--- src/rtl/img_stream_out_if.sv ---
// rtl/img_stream_out_if.sv - pixel byte stream with line/frame markers
interface img_stream_out_if;
  logic       m_valid;
  logic       m_ready;
  logic [7:0] m_data;
  logic       m_sol;
  logic       m_eol;
  logic       m_last;

  modport master (output m_valid, m_data, m_sol, m_eol, m_last, input m_ready);
  modport slave  (input m_valid, m_data, m_sol, m_eol, m_last, output m_ready);
endinterface

--- src/rtl/img_stream_out.sv ---
// rtl/img_stream_out.sv - streams the filtered frame out of image SRAM through a 2-entry prefetch FIFO
// Optional frame checksum enabled by defining STREAM_CKSUM_EN.
module img_stream_out #(
  parameter int WIDTH = 256,
  parameter int BASE  = WIDTH * WIDTH
) (
  input  logic              clk,
  input  logic              n_reset,
  input  logic              start,
  output logic              busy,
  output logic              done,
  output logic              cs,
  output logic              we,
  output logic [16:0]       addr,
  input  logic [7:0]        dout,
  img_stream_out_if.master  stream,
  output logic [15:0]       cksum
);

  localparam int CW = (WIDTH > 1) ? $clog2(WIDTH) : 1;
  localparam logic [CW-1:0] MAXC = CW'(WIDTH - 1);

  typedef enum logic [1:0] {IDLE, READ, DRAIN} state_t;

  state_t          state;
  state_t          state_next;
  logic [CW-1:0]   rx;
  logic [CW-1:0]   ry;
  logic [CW-1:0]   ox;
  logic [CW-1:0]   oy;
  logic            inflight;
  logic [7:0]      fifo_mem [2];
  logic            wr_ptr;
  logic            rd_ptr;
  logic [1:0]      fifo_count;
  logic [16:0]     addr_q;
  logic            done_q;
  logic            pop;
  logic            last_xfer;
  logic            issue;
  logic            accept;
  logic [2:0]      credits_used;
  logic [16:0]     issue_addr;

  assign pop          = stream.m_valid & stream.m_ready;
  assign last_xfer    = pop & stream.m_last;
  // Slots that will be occupied after this cycle: buffered words not leaving now, plus the read in flight.
  assign credits_used = {1'b0, fifo_count} - {2'b00, pop} + {2'b00, inflight};
  assign issue_addr   = 17'(BASE) + 17'({ry, rx});

  always_ff @(posedge clk or negedge n_reset) begin
    if (!n_reset) begin
      state <= IDLE;
    end else begin
      state <= state_next;
    end
  end

  always_comb begin
    state_next = state;
    issue      = 1'b0;
    accept     = 1'b0;
    case (state)
      IDLE: begin
        if (start) begin
          accept     = 1'b1;
          state_next = READ;
        end
      end
      READ: begin
        if (credits_used < 3'd2) begin
          issue = 1'b1;
          if (rx == MAXC && ry == MAXC) begin
            state_next = DRAIN;
          end
        end
      end
      DRAIN: begin
        if (last_xfer) begin
          state_next = IDLE;
        end
      end
      default: state_next = IDLE;
    endcase
  end

  always_ff @(posedge clk or negedge n_reset) begin
    if (!n_reset) begin
      rx          <= '0;
      ry          <= '0;
      ox          <= '0;
      oy          <= '0;
      inflight    <= 1'b0;
      fifo_mem[0] <= '0;
      fifo_mem[1] <= '0;
      wr_ptr      <= 1'b0;
      rd_ptr      <= 1'b0;
      fifo_count  <= '0;
      addr_q      <= '0;
      done_q      <= 1'b0;
    end else begin
      done_q     <= (state == DRAIN) && last_xfer;
      inflight   <= issue;
      fifo_count <= fifo_count + {1'b0, inflight} - {1'b0, pop};

      if (accept) begin
        rx <= '0;
        ry <= '0;
        ox <= '0;
        oy <= '0;
      end

      if (issue) begin
        addr_q <= issue_addr;
        if (rx == MAXC) begin
          rx <= '0;
          ry <= ry + CW'(1);
        end else begin
          rx <= rx + CW'(1);
        end
      end

      // SRAM data returns exactly one cycle after the read, so inflight doubles as the push strobe.
      if (inflight) begin
        fifo_mem[wr_ptr] <= dout;
        wr_ptr           <= ~wr_ptr;
      end

      if (pop) begin
        rd_ptr <= ~rd_ptr;
        if (ox == MAXC) begin
          ox <= '0;
          oy <= oy + CW'(1);
        end else begin
          ox <= ox + CW'(1);
        end
      end
    end
  end

  assign busy = (state != IDLE);
  assign done = done_q;
  assign cs   = issue;
  assign we   = 1'b0;
  assign addr = issue ? issue_addr : addr_q;

  // Tags are gated by valid so the idle/reset bus reads all-zero.
  assign stream.m_valid = (fifo_count != 2'd0);
  assign stream.m_data  = fifo_mem[rd_ptr];
  assign stream.m_sol   = stream.m_valid && (ox == '0);
  assign stream.m_eol   = stream.m_valid && (ox == MAXC);
  assign stream.m_last  = stream.m_eol && (oy == MAXC);

`ifdef STREAM_CKSUM_EN
  logic [15:0] cksum_q;

  always_ff @(posedge clk or negedge n_reset) begin
    if (!n_reset) begin
      cksum_q <= '0;
    end else if (accept) begin
      cksum_q <= '0;
    end else if (pop) begin
      cksum_q <= cksum_q + {8'h00, stream.m_data};
    end
  end

  assign cksum = cksum_q;
`else
  assign cksum = 16'h0000;
`endif

  fifo_no_overflow: assert property (@(posedge clk) disable iff (!n_reset)
    !(inflight && !pop && fifo_count == 2'd2));

endmodule
--- src/flat_wrapper.sv ---
// flat-port wrapper written by rule: the top's interface ports become plain ports
module img_stream_out_flat 
#(
  parameter int WIDTH = 256,
  parameter int BASE  = WIDTH * WIDTH
)
  (clk, n_reset, start, busy, done, cs, we, addr, dout, cksum, stream_m_valid, stream_m_data, stream_m_sol, stream_m_eol, stream_m_last, stream_m_ready);
  img_stream_out_if stream_i ();
  input  logic clk;
  input  logic n_reset;
  input  logic start;
  output logic busy;
  output logic done;
  output logic cs;
  output logic we;
  output logic [16:0] addr;
  input  logic [7:0] dout;
  output logic [15:0] cksum;
  output wire logic [$bits(stream_i.m_valid)-1:0] stream_m_valid;
  output wire logic [$bits(stream_i.m_data)-1:0] stream_m_data;
  output wire logic [$bits(stream_i.m_sol)-1:0] stream_m_sol;
  output wire logic [$bits(stream_i.m_eol)-1:0] stream_m_eol;
  output wire logic [$bits(stream_i.m_last)-1:0] stream_m_last;
  input wire logic [$bits(stream_i.m_ready)-1:0] stream_m_ready;
  assign stream_m_valid = stream_i.m_valid;
  assign stream_m_data = stream_i.m_data;
  assign stream_m_sol = stream_i.m_sol;
  assign stream_m_eol = stream_i.m_eol;
  assign stream_m_last = stream_i.m_last;
  assign stream_i.m_ready = stream_m_ready;
  img_stream_out #(.WIDTH(WIDTH), .BASE(BASE)) u_core (.clk(clk), .n_reset(n_reset), .start(start), .busy(busy), .done(done), .cs(cs), .we(we), .addr(addr), .dout(dout), .stream(stream_i), .cksum(cksum));
endmodule
--- config.mk ---
export PLATFORM = sky130hd
export DESIGN_NAME = img_stream_out_flat
export DESIGN_NICKNAME = d
export VERILOG_FILES = /design/src/rtl/img_stream_out_if.sv /design/src/rtl/img_stream_out.sv /design/src/flat_wrapper.sv
export SDC_FILE = /design/constraint.sdc
export NUM_CORES = 1
export LEC_CHECK = 0
export ABC_CLOCK_PERIOD_IN_PS = 3000
export CAP_MARGIN = 20
export CORE_ASPECT_RATIO = 0.8
export CORE_UTILIZATION = 30
export CTS_CLUSTER_SIZE = 20
export DETAILED_ROUTE_END_ITERATION = 8
export PLACE_DENSITY = 0.59
export SYNTH_ARGS = -nofsm -noshare
export SYNTH_HDL_FRONTEND = slang
export SYNTH_SLANG_ARGS = --single-unit
export TNS_END_PERCENT = 1
--- constraint.sdc ---
create_clock -name clk -period 3 [get_ports clk]
set_input_delay 0.6 -clock clk [delete_from_list [all_inputs] [get_ports clk]]
set_output_delay 0.6 -clock clk [all_outputs]
set_load 0.01 [all_outputs]
==> impl_results.md <==
* Status: finished with violations
* Failing checks: setup timing
* Layout cells sized above 1 at 0.293
* Die area at 0.0125 mm2
* Std cell rows at 35
* Reg area at 0.00183 mm2
* Final Non-Filler Cells at 548
* Multi-input logic area at 0.00173 mm2
* Clk buf depth at 2
* Sink Count at 73
* Worst min-delay path category: in -> async
* CP Class: in -> out
* GRT met2 Usage at 0.191
* Clock skew at 0.00719 ns
* Setup ws final at -0.531 ns
* Max frequency at 283 MHz
* Synth Warn # at 0
* Async S/R FF share, synth at 1.00
* All-Layer GR Usage at 0.124
* Largest family of logic cells by synthesized area: simple AND/OR/NAND/NOR gates
* Crit share post-route at 1.18
* Crit path time final at 3.53 ns
* Initial antenna violation count at 0
* CTS tree: done
* Critical path launch point type: input port
* Global-route met1 utilization at 0.166
* CP Capture Type: output port
* Cts bufs inserted at 9
* Critical Path RT at 2.40 ns
* Inst Count DP at 525
* Hpwl dp at 5060 um
* Pins Over Slew Limit at 0
* Via-to-Cell Ratio at 4.90
* Comb power frac at 0.501
* Area leader, netlist: dfrtp_1
* Total Wirelength at 7700 um
* Rel. slew slack at 0.381
* Initial Utilization at 0.311
* Depth of the CTS H-tree at 3
* Cells after Synth at 326
* DRC viols at 0
* Synth cell types at 51
* Count leader, synth: dfrtp_1
* Cell Area, Synth at 0.00361 mm2
* Syn avg cell area at 11.1 um2
* Post-synth EDFFs at 0
* # port buffers at 43
* Final Hold Viols at 0
* Synth Register Bits at 73
* DRT iter0 DRCs at 126
* Synth Area in Adders at 0.0263
* Slew @ Worst Pin at 0.928 ns
* GRT busiest layer: met2
* Post-synthesis mux area share at 0.136
* Synth top cells by count: dfrtp_1 (73), mux2_2 (40), nand2_1 (22)
* WHS at 0.408 ns
* Arr. time, crit path at 2.93 ns
* Die W at 125 um
* Simple-Gate Fraction of Synth Area at 0.161
* CP Max Fanout at 6
* Cell area after layout at 0.00476 mm2
* Max-cap violations at 0
* Reg power frac at 0.282
* Xor/xnor share of the synthesized area at 0.0170
* Leakage Power at 2.17 nW
* Seq/Total Area, Yosys at 0.506
* Net Sw Frac at 0.330
* First-pass GRT wire length at 12400 um
* Net Sw Power at 1.62 mW
* Clock latency on the worst-skew pair at 0.33 ns
* Setup tns final at -8.92 ns
* Wire per inst at 14.1 um
* Area growth, synth to finish at 31.7%
* Setup crit start: stream_m_ready
* Area contributors post-synth: dfrtp_1 (51%), mux2_2 (12%), buf_4 (3.5%)
* Fillers at 1105
* Final nets at 414
* PD cells at 1030 mW/mm2
* Clock transition at the registers of the reported paths at 0.05 ns
* Detailed Routing Iterations Pass 1 at 4
* VDD IR-drop max at 424 uV
* DP Area at 0.00429 mm2
* Total number of vias at 2686
* RSZ-0062 raised after global routing: true
* Final setup fails at 18
* Yosys top cell area share at 0.506
* Met3 Track Usage GR at 0.0394
* Main synth FF type: dfrtp_1
* Post-DRT Antenna Nets at 0
* P_int at 3.28 mW
* Antenna cells at 0
* Synth Area in Compound Gates at 0.0949
* Die height at 100 um
* Core footprint at 0.0116 mm2
* Grt ovf at 0
* Routability Congestion at 0.840
* RR Startpoint: u_core.fifo_count[1]$_DFF_PN0_
* Largest net degree at the start of global routing at 74
* Root Driver: clkbuf_16
* Vias in the first global route at 2543
* Total power at 4.90 mW
* Boundary Pins at 61
* Clock Power Share at 0.217
critical path, stage by stage:
cell	delay (ns)
clkdlybuf4s15_2	0.24
o21ai_4	0.08
xnor2_2	0.15
ha_2	0.19
inv_2	0.04
fa_2	0.58
nand3b_1	0.15
nor2_4	0.16
buf_6	0.14
clkbuf_16	0.15
mux2_4	0.30
clkbuf_2	0.13
power groups by stage:
stage / registers (mW) / logic, mW / clock network [mW]
finish: 1.38 / 2.46 / 1.06
global route: 1.41 / 2.64 / 1.14
CTS: 1.38 / 2.13 / 1.10
detailed placement: 1.40 / 1.93 / 0
global placement: 1.38 / 1.90 / 0
floorplan: 1.34 / 1.16 / 0
path summary, 6_finish.rpt:
kind	to	slack, ns	cells past startpoint
max	addr[9]	-0.53	12
min	u_core.addr_q[7]$_DFF_PN0_	0.41	1
max reg2reg	u_core.rx[4]$_DFFE_PN0P_	0.28	11
min reg2reg	u_core.addr_q[16]$_DFF_PN0_	0.46	1
max in group asynchronous	u_core.fifo_mem[14]$_DFFE_PN0P_	2.00	1
min in group clk	u_core.addr_q[16]$_DFF_PN0_	0.46	1
kinds of logic after synthesis:
family / Yosys count
xor gates and xnor gates: 7
muxes: 44
buffers and inverters: 38
AOI/OAI and AO/OA: 53
and+or+nand+nor: 103
DFF: 73
adders and majority gates: 7
other: 1
state kept, by name, indices dropped and copies added, names as in the netlist:
name and cells:
u_core.addr_q 17, u_core.fifo_mem 16, u_core.ox 8, u_core.oy 8, u_core.rx 8, u_core.ry 8, u_core.fifo_count 2, u_core.state 2
u_core.done 1, u_core.inflight 1, u_core.rd_ptr 1, u_core.wr_ptr 1
cells in the final DEF (no fill, tap or decap), drive strengths merged, types with 4 or more instances in the layout:
cell | Yosys | routed
a31oi | 7 | 7
and4 | 4 | 4
nand4 | 8 | 8
conb | 1 | 17
nor3 | 7 | 7
nand2 | 22 | 22
and3 | 8 | 8
nand3 | 18 | 18
inv | 10 | 10
dfrtp | 73 | 73
ha | 6 | 6
clkbuf | 8 | 19
o21ai | 19 | 19
clkdlybuf4s50 | 0 | 23
nor4 | 5 | 5
xor2 | 4 | 4
a21oi | 6 | 6
buf | 20 | 38
a211o | 5 | 5
or3 | 4 | 4
mux2 | 40 | 40
mux2i | 4 | 4
nor2 | 10 | 10
per-layer routing:
metal	wire length, um	vias to the layer above	part of all wire
met3	367	7	0.048
met1	3710	1325	0.48
li1	-	1291	-
met4	82	0	0.011
met5	0	-	0
met2	3540	63	0.46
area by class of cell:
cell class              instances  share of cell area
clock buffers                  11              0.0510
clock inverters                 5              0.0116
inverters                      10             0.00789
multi-input cells             231               0.364
flip-flops and latches         73               0.384
well taps                     148              0.0389
repair buffers                 70               0.143
per-stage QoR:
| step | utilization | setup WS, ns |
|---|---|---|
| floorplan | - | -0.0780 |
| global placement | 0.370 | -1.05 |
| detailed placement | 0.370 | -1.08 |
| CTS | 0.399 | -0.618 |
| global route | 0.410 | -0.666 |
| finish | 0.410 | -0.531 |
timing repair:
| item | in CTS | in global routing |
|---|---|---|
| hold buffers | 0 | 0 |
| gates cloned | 1 | 1 |
| setup endpoints to repair | 18 | 19 |
| gates resized for setup | 33 | 70 |
| buffers inserted | 2 | 3 |
| pin swaps | 2 | 6 |
(Power assumes the default switching activity.)
